===== src/rtl/io_bus_pkg.sv =====
// Shared types and constants for the memory-mapped IO bus controller.
package io_bus_pkg;

  typedef enum logic [1:0] {
    IDLE   = 2'd0,
    ACCESS = 2'd1,
    RESP   = 2'd2,
    ERR    = 2'd3
  } bus_state_t;

  localparam logic [31:0] DEFAULT_BASE_ADDR = 32'hFFFF_FC00;

  // Slot index of each peripheral inside the IO window
  localparam int DEV_LED = 0;
  localparam int DEV_SEG = 1;
  localparam int DEV_SW  = 2;
  localparam int DEV_KBD = 3;

  // Width needed to hold a device index for n channels
  function automatic int idx_width(input int n);
    return (n > 1) ? $clog2(n) : 1;
  endfunction

endpackage


===== src/rtl/io_bus_if.sv =====
// CPU-side and device-side signals of the IO bus.
// slave  : the controller, serving CPU requests and driving the device channels.
// master : the environment, i.e. the CPU load/store path plus the peripherals.
interface io_bus_if #(
  parameter int ADDR_W        = 32,
  parameter int DATA_W        = 32,
  parameter int NUM_DEV       = 4,
  parameter int DEV_SPAN_LOG2 = 4
);

  logic                      cpu_req;
  logic                      cpu_we;
  logic [ADDR_W-1:0]         cpu_addr;
  logic [DATA_W-1:0]         cpu_wdata;
  logic [DATA_W-1:0]         cpu_rdata;
  logic                      cpu_ready;
  logic                      cpu_err;
  logic                      cpu_busy;
  logic [NUM_DEV-1:0]        dev_sel;
  logic                      dev_we;
  logic [DEV_SPAN_LOG2-1:0]  dev_addr;
  logic [DATA_W-1:0]         dev_wdata;
  logic [NUM_DEV*DATA_W-1:0] dev_rdata;
  logic [NUM_DEV-1:0]        dev_ack;

  modport slave (
    input  cpu_req, cpu_we, cpu_addr, cpu_wdata, dev_rdata, dev_ack,
    output cpu_rdata, cpu_ready, cpu_err, cpu_busy,
           dev_sel, dev_we, dev_addr, dev_wdata
  );

  modport master (
    output cpu_req, cpu_we, cpu_addr, cpu_wdata, dev_rdata, dev_ack,
    input  cpu_rdata, cpu_ready, cpu_err, cpu_busy,
           dev_sel, dev_we, dev_addr, dev_wdata
  );

endinterface


===== src/rtl/io_addr_decode.sv =====
// IO window decoder: flags a hit and yields the device slot index.
// Only the address bits above the in-slot offset are needed here.
module io_addr_decode
  import io_bus_pkg::*;
#(
  parameter int                ADDR_W        = 32,
  parameter int                NUM_DEV       = 4,
  parameter int                DEV_SPAN_LOG2 = 4,
  parameter logic [ADDR_W-1:0] BASE_ADDR     = ADDR_W'(DEFAULT_BASE_ADDR),
  parameter int                IDX_W         = idx_width(NUM_DEV)
) (
  input  logic [ADDR_W-1:DEV_SPAN_LOG2] addr,
  output logic                          hit,
  output logic [IDX_W-1:0]              idx
);

  localparam int WIN_LSB = DEV_SPAN_LOG2 + 4;

  logic [3:0] slot;

  // Window compare on the upper bits, slot range check against NUM_DEV
  always_comb begin
    slot = addr[WIN_LSB-1:DEV_SPAN_LOG2];
    hit  = (addr[ADDR_W-1:WIN_LSB] == BASE_ADDR[ADDR_W-1:WIN_LSB]) &&
           ({1'b0, slot} < 5'(NUM_DEV));
    idx  = IDX_W'(slot);
  end

endmodule


===== src/rtl/io_bus_ctrl.sv =====
// IO bus controller: decodes CPU IO accesses, handshakes with one device
// through req/ack, returns read data or an error, and stalls the CPU meanwhile.
//
//   state  | meaning
//   -------+-----------------------------------------------------------
//   IDLE   | waiting for cpu_req; decode sampled here only
//   ACCESS | dev_sel asserted, waiting for ack or the timeout count
//   RESP   | one-cycle cpu_ready; cpu_err set if the access timed out
//   ERR    | one-cycle cpu_ready + cpu_err for an address decode miss
module io_bus_ctrl
  import io_bus_pkg::*;
#(
  parameter int                ADDR_W        = 32,
  parameter int                DATA_W        = 32,
  parameter int                NUM_DEV       = 4,
  parameter logic [ADDR_W-1:0] BASE_ADDR     = ADDR_W'(DEFAULT_BASE_ADDR),
  parameter int                DEV_SPAN_LOG2 = 4,
  parameter int                TIMEOUT       = 255
) (
  input  logic        clk,
  input  logic        rstn,
  io_bus_if.slave     bus,
  output logic [7:0]  err_count
);

  localparam int IDX_W = idx_width(NUM_DEV);
  localparam int CNT_W = $clog2(TIMEOUT + 1);

  bus_state_t                state, state_d;
  logic                      hit;
  logic [IDX_W-1:0]          dec_idx;
  logic                      we_q;
  logic [DEV_SPAN_LOG2-1:0]  addr_q;
  logic [DATA_W-1:0]         wdata_q;
  logic [IDX_W-1:0]          idx_q;
  logic [DATA_W-1:0]         rdata_q;
  logic                      err_q;
  logic [CNT_W-1:0]          cnt_q;
  logic                      ack_sel;
  logic                      timeout_hit;
  logic [NUM_DEV-1:0]        sel;
  logic                      ready;
  logic                      err;

  io_addr_decode #(
    .ADDR_W        (ADDR_W),
    .NUM_DEV       (NUM_DEV),
    .DEV_SPAN_LOG2 (DEV_SPAN_LOG2),
    .BASE_ADDR     (BASE_ADDR),
    .IDX_W         (IDX_W)
  ) u_decode (
    .addr (bus.cpu_addr[ADDR_W-1:DEV_SPAN_LOG2]),
    .hit  (hit),
    .idx  (dec_idx)
  );

  // The counter holds k during the k-th ACCESS cycle, so reaching TIMEOUT
  // puts the response in cycle TIMEOUT+1 after the request.
  assign ack_sel     = bus.dev_ack[idx_q];
  assign timeout_hit = (cnt_q == CNT_W'(TIMEOUT));

  // State register
  always_ff @(posedge clk or negedge rstn) begin
    if (!rstn) state <= IDLE;
    else       state <= state_d;
  end

  // Next-state and per-state outputs
  always_comb begin
    state_d = state;
    sel     = '0;
    ready   = 1'b0;
    err     = 1'b0;
    case (state)
      IDLE: begin
        if (bus.cpu_req) state_d = hit ? ACCESS : ERR;
      end
      ACCESS: begin
        sel[idx_q] = 1'b1;
        if (ack_sel || timeout_hit) state_d = RESP;
      end
      RESP: begin
        ready   = 1'b1;
        err     = err_q;
        state_d = IDLE;
      end
      ERR: begin
        ready   = 1'b1;
        err     = 1'b1;
        state_d = IDLE;
      end
      default: state_d = IDLE;
    endcase
  end

  // Request latches, timeout counter and response capture; ack beats timeout
  always_ff @(posedge clk or negedge rstn) begin
    if (!rstn) begin
      we_q    <= 1'b0;
      addr_q  <= '0;
      wdata_q <= '0;
      idx_q   <= '0;
      rdata_q <= '0;
      err_q   <= 1'b0;
      cnt_q   <= '0;
    end else begin
      case (state)
        IDLE: begin
          if (bus.cpu_req) begin
            rdata_q <= '0;
            err_q   <= 1'b0;
            if (hit) begin
              we_q    <= bus.cpu_we;
              addr_q  <= bus.cpu_addr[DEV_SPAN_LOG2-1:0];
              wdata_q <= bus.cpu_wdata;
              idx_q   <= dec_idx;
              cnt_q   <= CNT_W'(1);
            end
          end
        end
        ACCESS: begin
          cnt_q <= cnt_q + CNT_W'(1);
          if (ack_sel) begin
            rdata_q <= we_q ? '0 : bus.dev_rdata[int'(idx_q)*DATA_W +: DATA_W];
            err_q   <= 1'b0;
          end else if (timeout_hit) begin
            rdata_q <= '0;
            err_q   <= 1'b1;
          end
        end
        default: cnt_q <= '0;
      endcase
    end
  end

  // Saturating count of error completions
  always_ff @(posedge clk or negedge rstn) begin
    if (!rstn)                         err_count <= 8'h00;
    else if (err && err_count != 8'hFF) err_count <= err_count + 8'h01;
  end

  assign bus.cpu_rdata = rdata_q;
  assign bus.cpu_ready = ready;
  assign bus.cpu_err   = err;
  assign bus.cpu_busy  = (state != IDLE);
  assign bus.dev_sel   = sel;
  assign bus.dev_we    = we_q;
  assign bus.dev_addr  = addr_q;
  assign bus.dev_wdata = wdata_q;

endmodule


===== src/flat_wrapper.sv =====
// flat-port wrapper written by rule: the top's interface ports become plain ports
module io_bus_ctrl_flat import io_bus_pkg::*;
#(
  parameter int                ADDR_W        = 32,
  parameter int                DATA_W        = 32,
  parameter int                NUM_DEV       = 4,
  parameter logic [ADDR_W-1:0] BASE_ADDR     = ADDR_W'(DEFAULT_BASE_ADDR),
  parameter int                DEV_SPAN_LOG2 = 4,
  parameter int                TIMEOUT       = 255
)
  (clk, rstn, err_count, bus_cpu_req, bus_cpu_we, bus_cpu_addr, bus_cpu_wdata, bus_dev_rdata, bus_dev_ack, bus_cpu_rdata, bus_cpu_ready, bus_cpu_err, bus_cpu_busy, bus_dev_sel, bus_dev_we, bus_dev_addr, bus_dev_wdata);
  io_bus_if #(.ADDR_W(ADDR_W), .DATA_W(DATA_W), .NUM_DEV(NUM_DEV), .DEV_SPAN_LOG2(DEV_SPAN_LOG2)) bus_i ();
  input  logic clk;
  input  logic rstn;
  output logic [7:0] err_count;
  input wire logic [$bits(bus_i.cpu_req)-1:0] bus_cpu_req;
  input wire logic [$bits(bus_i.cpu_we)-1:0] bus_cpu_we;
  input wire logic [$bits(bus_i.cpu_addr)-1:0] bus_cpu_addr;
  input wire logic [$bits(bus_i.cpu_wdata)-1:0] bus_cpu_wdata;
  input wire logic [$bits(bus_i.dev_rdata)-1:0] bus_dev_rdata;
  input wire logic [$bits(bus_i.dev_ack)-1:0] bus_dev_ack;
  output wire logic [$bits(bus_i.cpu_rdata)-1:0] bus_cpu_rdata;
  output wire logic [$bits(bus_i.cpu_ready)-1:0] bus_cpu_ready;
  output wire logic [$bits(bus_i.cpu_err)-1:0] bus_cpu_err;
  output wire logic [$bits(bus_i.cpu_busy)-1:0] bus_cpu_busy;
  output wire logic [$bits(bus_i.dev_sel)-1:0] bus_dev_sel;
  output wire logic [$bits(bus_i.dev_we)-1:0] bus_dev_we;
  output wire logic [$bits(bus_i.dev_addr)-1:0] bus_dev_addr;
  output wire logic [$bits(bus_i.dev_wdata)-1:0] bus_dev_wdata;
  assign bus_i.cpu_req = bus_cpu_req;
  assign bus_i.cpu_we = bus_cpu_we;
  assign bus_i.cpu_addr = bus_cpu_addr;
  assign bus_i.cpu_wdata = bus_cpu_wdata;
  assign bus_i.dev_rdata = bus_dev_rdata;
  assign bus_i.dev_ack = bus_dev_ack;
  assign bus_cpu_rdata = bus_i.cpu_rdata;
  assign bus_cpu_ready = bus_i.cpu_ready;
  assign bus_cpu_err = bus_i.cpu_err;
  assign bus_cpu_busy = bus_i.cpu_busy;
  assign bus_dev_sel = bus_i.dev_sel;
  assign bus_dev_we = bus_i.dev_we;
  assign bus_dev_addr = bus_i.dev_addr;
  assign bus_dev_wdata = bus_i.dev_wdata;
  io_bus_ctrl #(.ADDR_W(ADDR_W), .DATA_W(DATA_W), .NUM_DEV(NUM_DEV), .BASE_ADDR(BASE_ADDR), .DEV_SPAN_LOG2(DEV_SPAN_LOG2), .TIMEOUT(TIMEOUT)) u_core (.clk(clk), .rstn(rstn), .bus(bus_i), .err_count(err_count));
endmodule

===== config.mk =====
export PLATFORM = sky130hd
export DESIGN_NAME = io_bus_ctrl_flat
export DESIGN_NICKNAME = d
export VERILOG_FILES = /design/src/rtl/io_bus_pkg.sv /design/src/rtl/io_bus_if.sv /design/src/rtl/io_addr_decode.sv /design/src/rtl/io_bus_ctrl.sv /design/src/flat_wrapper.sv
export SDC_FILE = /design/constraint.sdc
export NUM_CORES = 1
export LEC_CHECK = 0
export CAP_MARGIN = 20
export CORE_ASPECT_RATIO = 2
export CORE_MARGIN = 3
export CORE_UTILIZATION = 34
export CTS_CLUSTER_DIAMETER = 30
export DETAILED_ROUTE_END_ITERATION = 10
export PLACE_DENSITY = 0.78
export SLEW_MARGIN = 20
export SYNTH_ARGS = -nofsm -noshare
export SYNTH_HDL_FRONTEND = slang
export SYNTH_HIERARCHICAL = 1
export SYNTH_SLANG_ARGS = --single-unit

===== constraint.sdc =====
create_clock -name clk -period 1.6 [get_ports clk]
set_input_delay 0.24 -clock clk [delete_from_list [all_inputs] [get_ports clk]]
set_output_delay 0.24 -clock clk [all_outputs]
set_load 0.02 [all_outputs]

==> results.json, run 1 <==
{
  "clock_latency_ns": 0.33,
  "period_share_pct": 115,
  "timing.final.ws_setup_ns": -0.246,
  "place.gp.congestion": 0.848,
  "grt_pass1_vias": 4856,
  "io_pins": 284,
  "n_fill_cell": 999,
  "initial_core_util_pct": 35.0,
  "routedWlPerCell_microns": 19.5,
  "final_core_utilization_pct": 65.6,
  "crit_slowest_cell": "or4_4",
  "cp_max_fo": 8,
  "via_count": 4271,
  "cp-endpoint": "u_core/bus.dev_we",
  "yosys.area_share.adder_pct": 0.527,
  "synth_commonest_cells": "90 x dfrtp_1, 42 x mux2_2, 36 x inv_1, 33 x mux4_2, 29 x o2bb2ai_2",
  "synth_compound_area_share_pct": 13.4,
  "worst_ep_arrival_time_ns": 2.06,
  "die-area_sq_um": 15500,
  "seq_power_share_pct": 32.3,
  "synth_top_family_by_area": "multiplexers",
  "synth_most_common_cell": "dfrtp_1",
  "p_int_mw": 6.50,
  "cts_buffer_depth": 2,
  "synth-edff-count": 0,
  "peakVddDrop_v": 0.000912,
  "p_sw_share_pct": 33.5,
  "dp_cells": 829,
  "cap_violations": 0,
  "synth_nets": 551,
  "maxSlewHeadroom_pct": 72.0,
  "cp_top_family": "simple AND/OR/NAND/NOR gates",
  "crit_path_start_kind": "input pin",
  "port_buffers": 283,
  "seq_area_frac_synth_pct": 47.4,
  "fin_nets": 874,
  "worstReg2RegEnd": "u_core/bus.cpu_rdata[21]",
  "ys_ff_latch": 90,
  "critPathKind": "input pin to flop",
  "synthCells": 349,
  "grt_antenna_before_repair": 0,
  "cts_inserted_buffers": 9,
  "cts_tree": "yes",
  "violations": "negative setup slack",
  "grt_util_all_layers_pct": 21.4,
  "synth_area_sq_um": 4750,
  "ys.flop_type": "dfrtp_1",
  "drcViolationCount": 0,
  "holdCritPathClass": "input pin to async pin",
  "reg2reg_depth": 6,
  "ant_nets": 0,
  "cts.sinks": 90,
  "area.growth.synth_to_final_pct": 87.5,
  "synth_xor_area_share_pct": 0.553,
  "grt_pass1_wl_mm": 25.2,
  "finalCriticalPeriod_ns": 1.85,
  "htreeDepth": 3,
  "yosys.area_share.simple_pct": 6.27,
  "vias_per_cell": 4.95,
  "worst-path-buf-inv": 3,
  "routed_wl_mm": 16.8,
  "cp.required_ns": 1.82,
  "run_status": "finished, violations left",
  "die_w_microns": 89.6,
  "ys_types": 40,
  "cts-root-buf": "clkbuf_16",
  "timing.final.hold_violations": 0,
  "core-area_sq_um": 13600,
  "p_leak_nw": 4.37,
  "r2r_slack_ns": -0.18,
  "tightest_slew_ns": 0.420,
  "switching_power_mw": 3.27,
  "synth_top_area_share_pct": 47.4,
  "num_rows": 60,
  "combPwrFrac_pct": 44.2,
  "slowest_delay_ns": 0.50,
  "drt_pass1_iterations": 4,
  "fin_skew_ns": 0.0127,
  "path_cells": "buf_6 -> nand4_1 -> or4_4 -> nor4_4 -> nand2_2 -> nor2_4 -> buf_8 -> buf_16 -> mux2_4",
  "clk_pin_slew_ns": 0.07,
  "synth_warnings": 6,
  "dieHeight_microns": 173,
  "crit_start": "bus_cpu_addr[13]",
  "instances_no_fill": 863,
  "overflow": 0,
  "timing.final.max_slew_violations": 0,
  "drive_above_1_share_pct": 32.9,
  "cp.depth": 9,
  "syn-mean-instance-area_sq_um": 13.6,
  "setup_violations": 74,
  "fmax_mhz": 542,
  "grt_max_degree": 38,
  "synth_top_cell_by_area": "dfrtp_1",
  "diodes": 0,
  "synth.area.top_cells": "dfrtp_1 47%, mux4_2 16%, mux2_2 10%",
  "async_flop_share_pct": 100,
  "end_kind": "flop",
  "rsz0062_at_grt": "true",
  "drt_iter0_markers": 81,
  "dp_hpwl_mm": 12.8,
  "clkPwrFrac_pct": 23.5,
  "power_density_nw_per_um2": 1100,
  "muxShareOfSynthArea_pct": 25.8,
  "crit-reg2reg-launch": "u_core/idx_q[0]"
}
sequential cells by signal (all words and copies together), names as in the netlist:
| register | cells |
|---|---|
| u_core/bus.dev_addr | 4 |
| u_core/bus.dev_wdata | 32 |
| u_core/idx_q | 2 |
| u_core/bus.dev_we | 1 |
| u_core/err_q | 1 |
| u_core/state | 2 |
| u_core/bus.cpu_rdata | 32 |
| u_core/err_count | 8 |
| u_core/cnt_q | 8 |
stage by stage:
stage	setup slack [ns]	power (mW)	TNS (ns)	cell area (sq um)	hold slack, ns
5_1_grt	-0.337	10.2	-20.63	8910	0.412
4_1_cts	-0.299	9.60	-15.43	8700	0.393
3_3_place_gp	-0.935	7.02	-52.99	8060	0.195
6_report	-0.246	9.76	-13.84	8910	0.392
2_1_floorplan	-0.416	4.95	-14.51	4820	-0.0556
3_5_place_dp	-0.961	7.11	-54.40	8060	0.202
metal layers:
metal	vias up	GRT usage (%)	wire (microns)
li1	1930	-	-
met1	2111	21.7	5420
met2	211	40.3	9720
met3	19	5.72	1380
met4	0	6.40	318
met5	-	0	0
worst min-delay path by stage:
stage          start                  endpoint  slack [ns]  cells after the start
2_1_floorplan   rstn   u_core/bus.cpu_rdata[0]       -0.06                      0
5_1_grt         rstn  u_core/bus.cpu_rdata[15]        0.41                      2
4_1_cts         rstn  u_core/bus.cpu_rdata[15]        0.39                      2
3_3_place_gp    rstn  u_core/bus.cpu_rdata[15]        0.20                      1
3_5_place_dp    rstn  u_core/bus.cpu_rdata[15]        0.20                      1
6_report        rstn  u_core/bus.cpu_rdata[15]        0.39                      2
repair_timing:
item,CTS,global route
pin swaps,5,15
endpoints found under the setup margin,113,118
endpoints found under the hold margin,27,0
resized for setup,157,77
buffers inserted,10,11
hold buffers,1,0
gates cloned,5,0
placed cells by master, fill, tap and decap left out, types with 3 or more instances in the layout:
master           instances
o2bb2ai_2               31
buf_4                   30
buf_8                    5
nand2_2                  4
nand4_1                  6
nand3_1                  4
o21ai_1                  3
mux4_2                  33
dfrtp_1                 88
buf_16                   3
a31oi_1                  5
nor2_1                   9
buf_12                   8
a21oi_1                  4
dlygate4sd2_1           30
buf_6                   18
clkdlybuf4s50_1        200
clkbuf_16                9
and3_1                   3
o21ai_0                  9
nand2_1                  9
mux2_4                  40
buf_2                   11
inv_1                   35
dlymetal6s2s_1          30
cell families after synthesis:
logic type               count (synthesis)
buffers and inverters                   61
XOR/XNOR                                 3
adder cells (fa/ha/maj)                  2
multiplexers                            76
flip-flops                              90
AND/OR/NAND/NOR                         56
AO/OA/AOI/OAI                           61
layout make-up:
type | instances | area [sq um] | area share (%)
clock buffer | 11 | 243 | 2.73
clock inverter | 5 | 85.1 | 0.955
inverter | 36 | 138 | 1.55
sequential | 90 | 2250 | 25.3
tap | 186 | 233 | 2.61
multi-input combinational | 198 | 2500 | 28.1
timing repair buffer | 337 | 3460 | 38.8
power groups by stage:
| stage | clock network (mW) | logic [mW] | registers (mW) |
|---|---|---|---|
| 6_report | 2.29 | 4.31 | 3.16 |
| 5_1_grt | 2.45 | 4.57 | 3.22 |
| 4_1_cts | 2.35 | 4.09 | 3.16 |
| 3_5_place_dp | 0 | 3.92 | 3.19 |
| 3_3_place_gp | 0 | 3.86 | 3.16 |
| 2_1_floorplan | 0 | 1.31 | 3.64 |
No activity file was read; power rests on OpenSTA's default activity.
==> run 2: changes to the inputs <==
- CORE_UTILIZATION: 34 -> 30
- PLACE_DENSITY: 0.78 -> 0.7
- SKIP_LAST_GASP: not set -> 1
==> results.json, run 2 (synthesized netlist as in run 1, its figures left out) <==
{
  "worst-path-buf-inv": 5,
  "routed_wl_mm": 17.3,
  "fin_nets": 877,
  "grt_max_degree": 51,
  "fmax_mhz": 503,
  "final_core_utilization_pct": 58.3,
  "critPathKind": "input pin to flop",
  "via_count": 4247,
  "die-area_sq_um": 17500,
  "crit_start": "bus_cpu_addr[31]",
  "finalPower_mw": 9.86,
  "combPwrFrac_pct": 43.9,
  "clkPwrFrac_pct": 24.0,
  "dp_slack_ns": -0.982,
  "drive_above_1_share_pct": 32.5,
  "fin_skew_ns": 0.0109,
  "slowest_delay_ns": 0.50,
  "maxSlewHeadroom_pct": 73.5,
  "cts_tree": "yes",
  "ant_nets": 0,
  "io_pins": 284,
  "grt_antenna_before_repair": 2,
  "tightest_slew_ns": 0.397,
  "postPlaceCellArea_sq_um": 8050,
  "drcViolationCount": 0,
  "area.growth.synth_to_final_pct": 88.8,
  "cap_violations": 0,
  "place.gp.congestion": 0.836,
  "clock_latency_ns": 0.34,
  "p_int_mw": 6.51,
  "crit_slowest_cell": "or4_4",
  "peakVddDrop_v": 0.000591,
  "finish.instance_area_sq_um": 8970,
  "cp_top_family": "simple AND/OR/NAND/NOR gates",
  "finalCriticalPeriod_ns": 1.99,
  "dp_hpwl_mm": 13.0,
  "crit_path_start_kind": "input pin",
  "die_w_microns": 95.0,
  "timing.final.max_slew_violations": 0,
  "cts_buffer_depth": 2,
  "violations": "negative setup slack",
  "cts-root-buf": "clkbuf_16",
  "grt_pass1_vias": 4889,
  "power_density_nw_per_um2": 1100,
  "worst_ep_arrival_time_ns": 2.21,
  "p_leak_nw": 4.34,
  "seq_power_share_pct": 32.0,
  "cts.sinks": 90,
  "core-area_sq_um": 15400,
  "cp_max_fo": 5,
  "timing.final.ws_setup_ns": -0.387,
  "grt_pass1_wl_mm": 26.2,
  "htreeDepth": 3,
  "final_cell_mix": "198 x clkdlybuf4s50_1, 88 x dfrtp_1, 38 x dlygate4sd2_1",
  "crit_path_frequent_cell": "buf_12",
  "period_share_pct": 124,
  "grt_util_all_layers_pct": 19.7,
  "rsz0062_at_grt": "true",
  "cts_inserted_buffers": 9,
  "drt_iter0_markers": 85,
  "holdCritPathClass": "input pin to async pin",
  "setup_violations": 80,
  "end_kind": "flop",
  "clk_pin_slew_ns": 0.07,
  "final_common_cell": "clkdlybuf4s50_1",
  "dieHeight_microns": 184,
  "initial_core_util_pct": 30.9,
  "routedWlPerCell_microns": 19.7,
  "path_cells": "buf_6 -> nand4_1 -> or4_4 -> nor4_4 -> nand2_1 -> nor2_4 -> buf_12 -> buf_12 -> buf_12 -> buf_12 -> mux2_4",
  "cp.required_ns": 1.82,
  "run_status": "finished, violations left",
  "switching_power_mw": 3.35,
  "timing.final.hold_violations": 0,
  "vias_per_cell": 4.84,
  "port_buffers": 283,
  "drt_pass1_iterations": 4,
  "crit-reg2reg-launch": "u_core/idx_q[0]",
  "diodes": 0,
  "p_sw_share_pct": 34.0,
  "overflow": 0,
  "num_rows": 64
}
-- run 2: cell count changes in the layout (fill, tap and decap cells not counted), moves of 5 or more --
cell and delta:
dlygate4sd2_1 +8, buf_6 -7, buf_4 +6, dlymetal6s2s_1 -6, buf_12 +5
-- run 2: worst paths after layout --
check | to | slack, ns | depth (start not counted)
hold / removal | u_core/bus.cpu_rdata[10] | 0.28 | 2
max in group asynchronous | u_core/bus.cpu_rdata[24] | 0.69 | 3
setup reg to reg | u_core/bus.cpu_rdata[27] | -0.23 | 6
setup / recovery | u_core/bus.dev_wdata[15] | -0.39 | 11
min in group clk | u_core/bus.cpu_rdata[5] | 0.50 | 1
hold reg to reg | u_core/bus.cpu_rdata[5] | 0.50 | 1
-- run 2: through the flow --
| stage | std cells | hold WS (ns) | TNS (ns) |
|---|---|---|---|
| 3_3_place_gp | 837 | 0.0844 | -54.46 |
| 3_5_place_dp | 837 | 0.0886 | -56.97 |
| 5_1_grt | 878 | 0.272 | -23.62 |
| 2_1_floorplan | 349 | -0.0556 | -14.51 |
| 6_report | 878 | 0.281 | -18.54 |
| 4_1_cts | 876 | 0.267 | -18.27 |
-- run 2: cell type report --
| type | count | area, sq um |
|---|---|---|
| clock inverters | 5 | 85.1 |
| inverters | 36 | 135 |
| multi-input cells | 198 | 2520 |
| fillers | 1292 | 6410 |
| flip-flops and latches | 90 | 2250 |
| repair buffers | 340 | 3470 |
| clock buffers | 11 | 253 |
| well taps | 198 | 248 |
-- run 2: power groups by stage --
stage                     Clock, mW  Combinational, mW  Sequential [mW]
after detailed placement          0               3.94             3.20
after global placement            0               3.87             3.17
final                          2.37               4.33             3.16
after CTS                      2.45               4.07             3.15
after global routing           2.54               4.58             3.23
after floorplan                   0               1.31             3.64
-- run 2: timing repair --
action,4_1_cts,5_1_grt
hold buffers,1,0
hold endpoints to repair,9,0
setup endpoints to repair,119,112
resized for setup,157,69
cloned,8,1
buffers inserted,15,13
pin swaps,11,11
-- run 2: layer usage --
| layer | vias up | track usage, % | wire length, microns |
|---|---|---|---|
| met5 | - | 0 | 27 |
| met2 | 186 | 38.4 | 9970 |
| met4 | 4 | 5.09 | 316 |
| li1 | 1950 | - | - |
| met3 | 23 | 5.53 | 1360 |
| met1 | 2084 | 19.9 | 5660 |
==> run 3: changes to the inputs <==
- SLEW_MARGIN: 20 -> not set
==> results of run 3 <==
Final layout, timing and power as in run 2 (identical DEF).
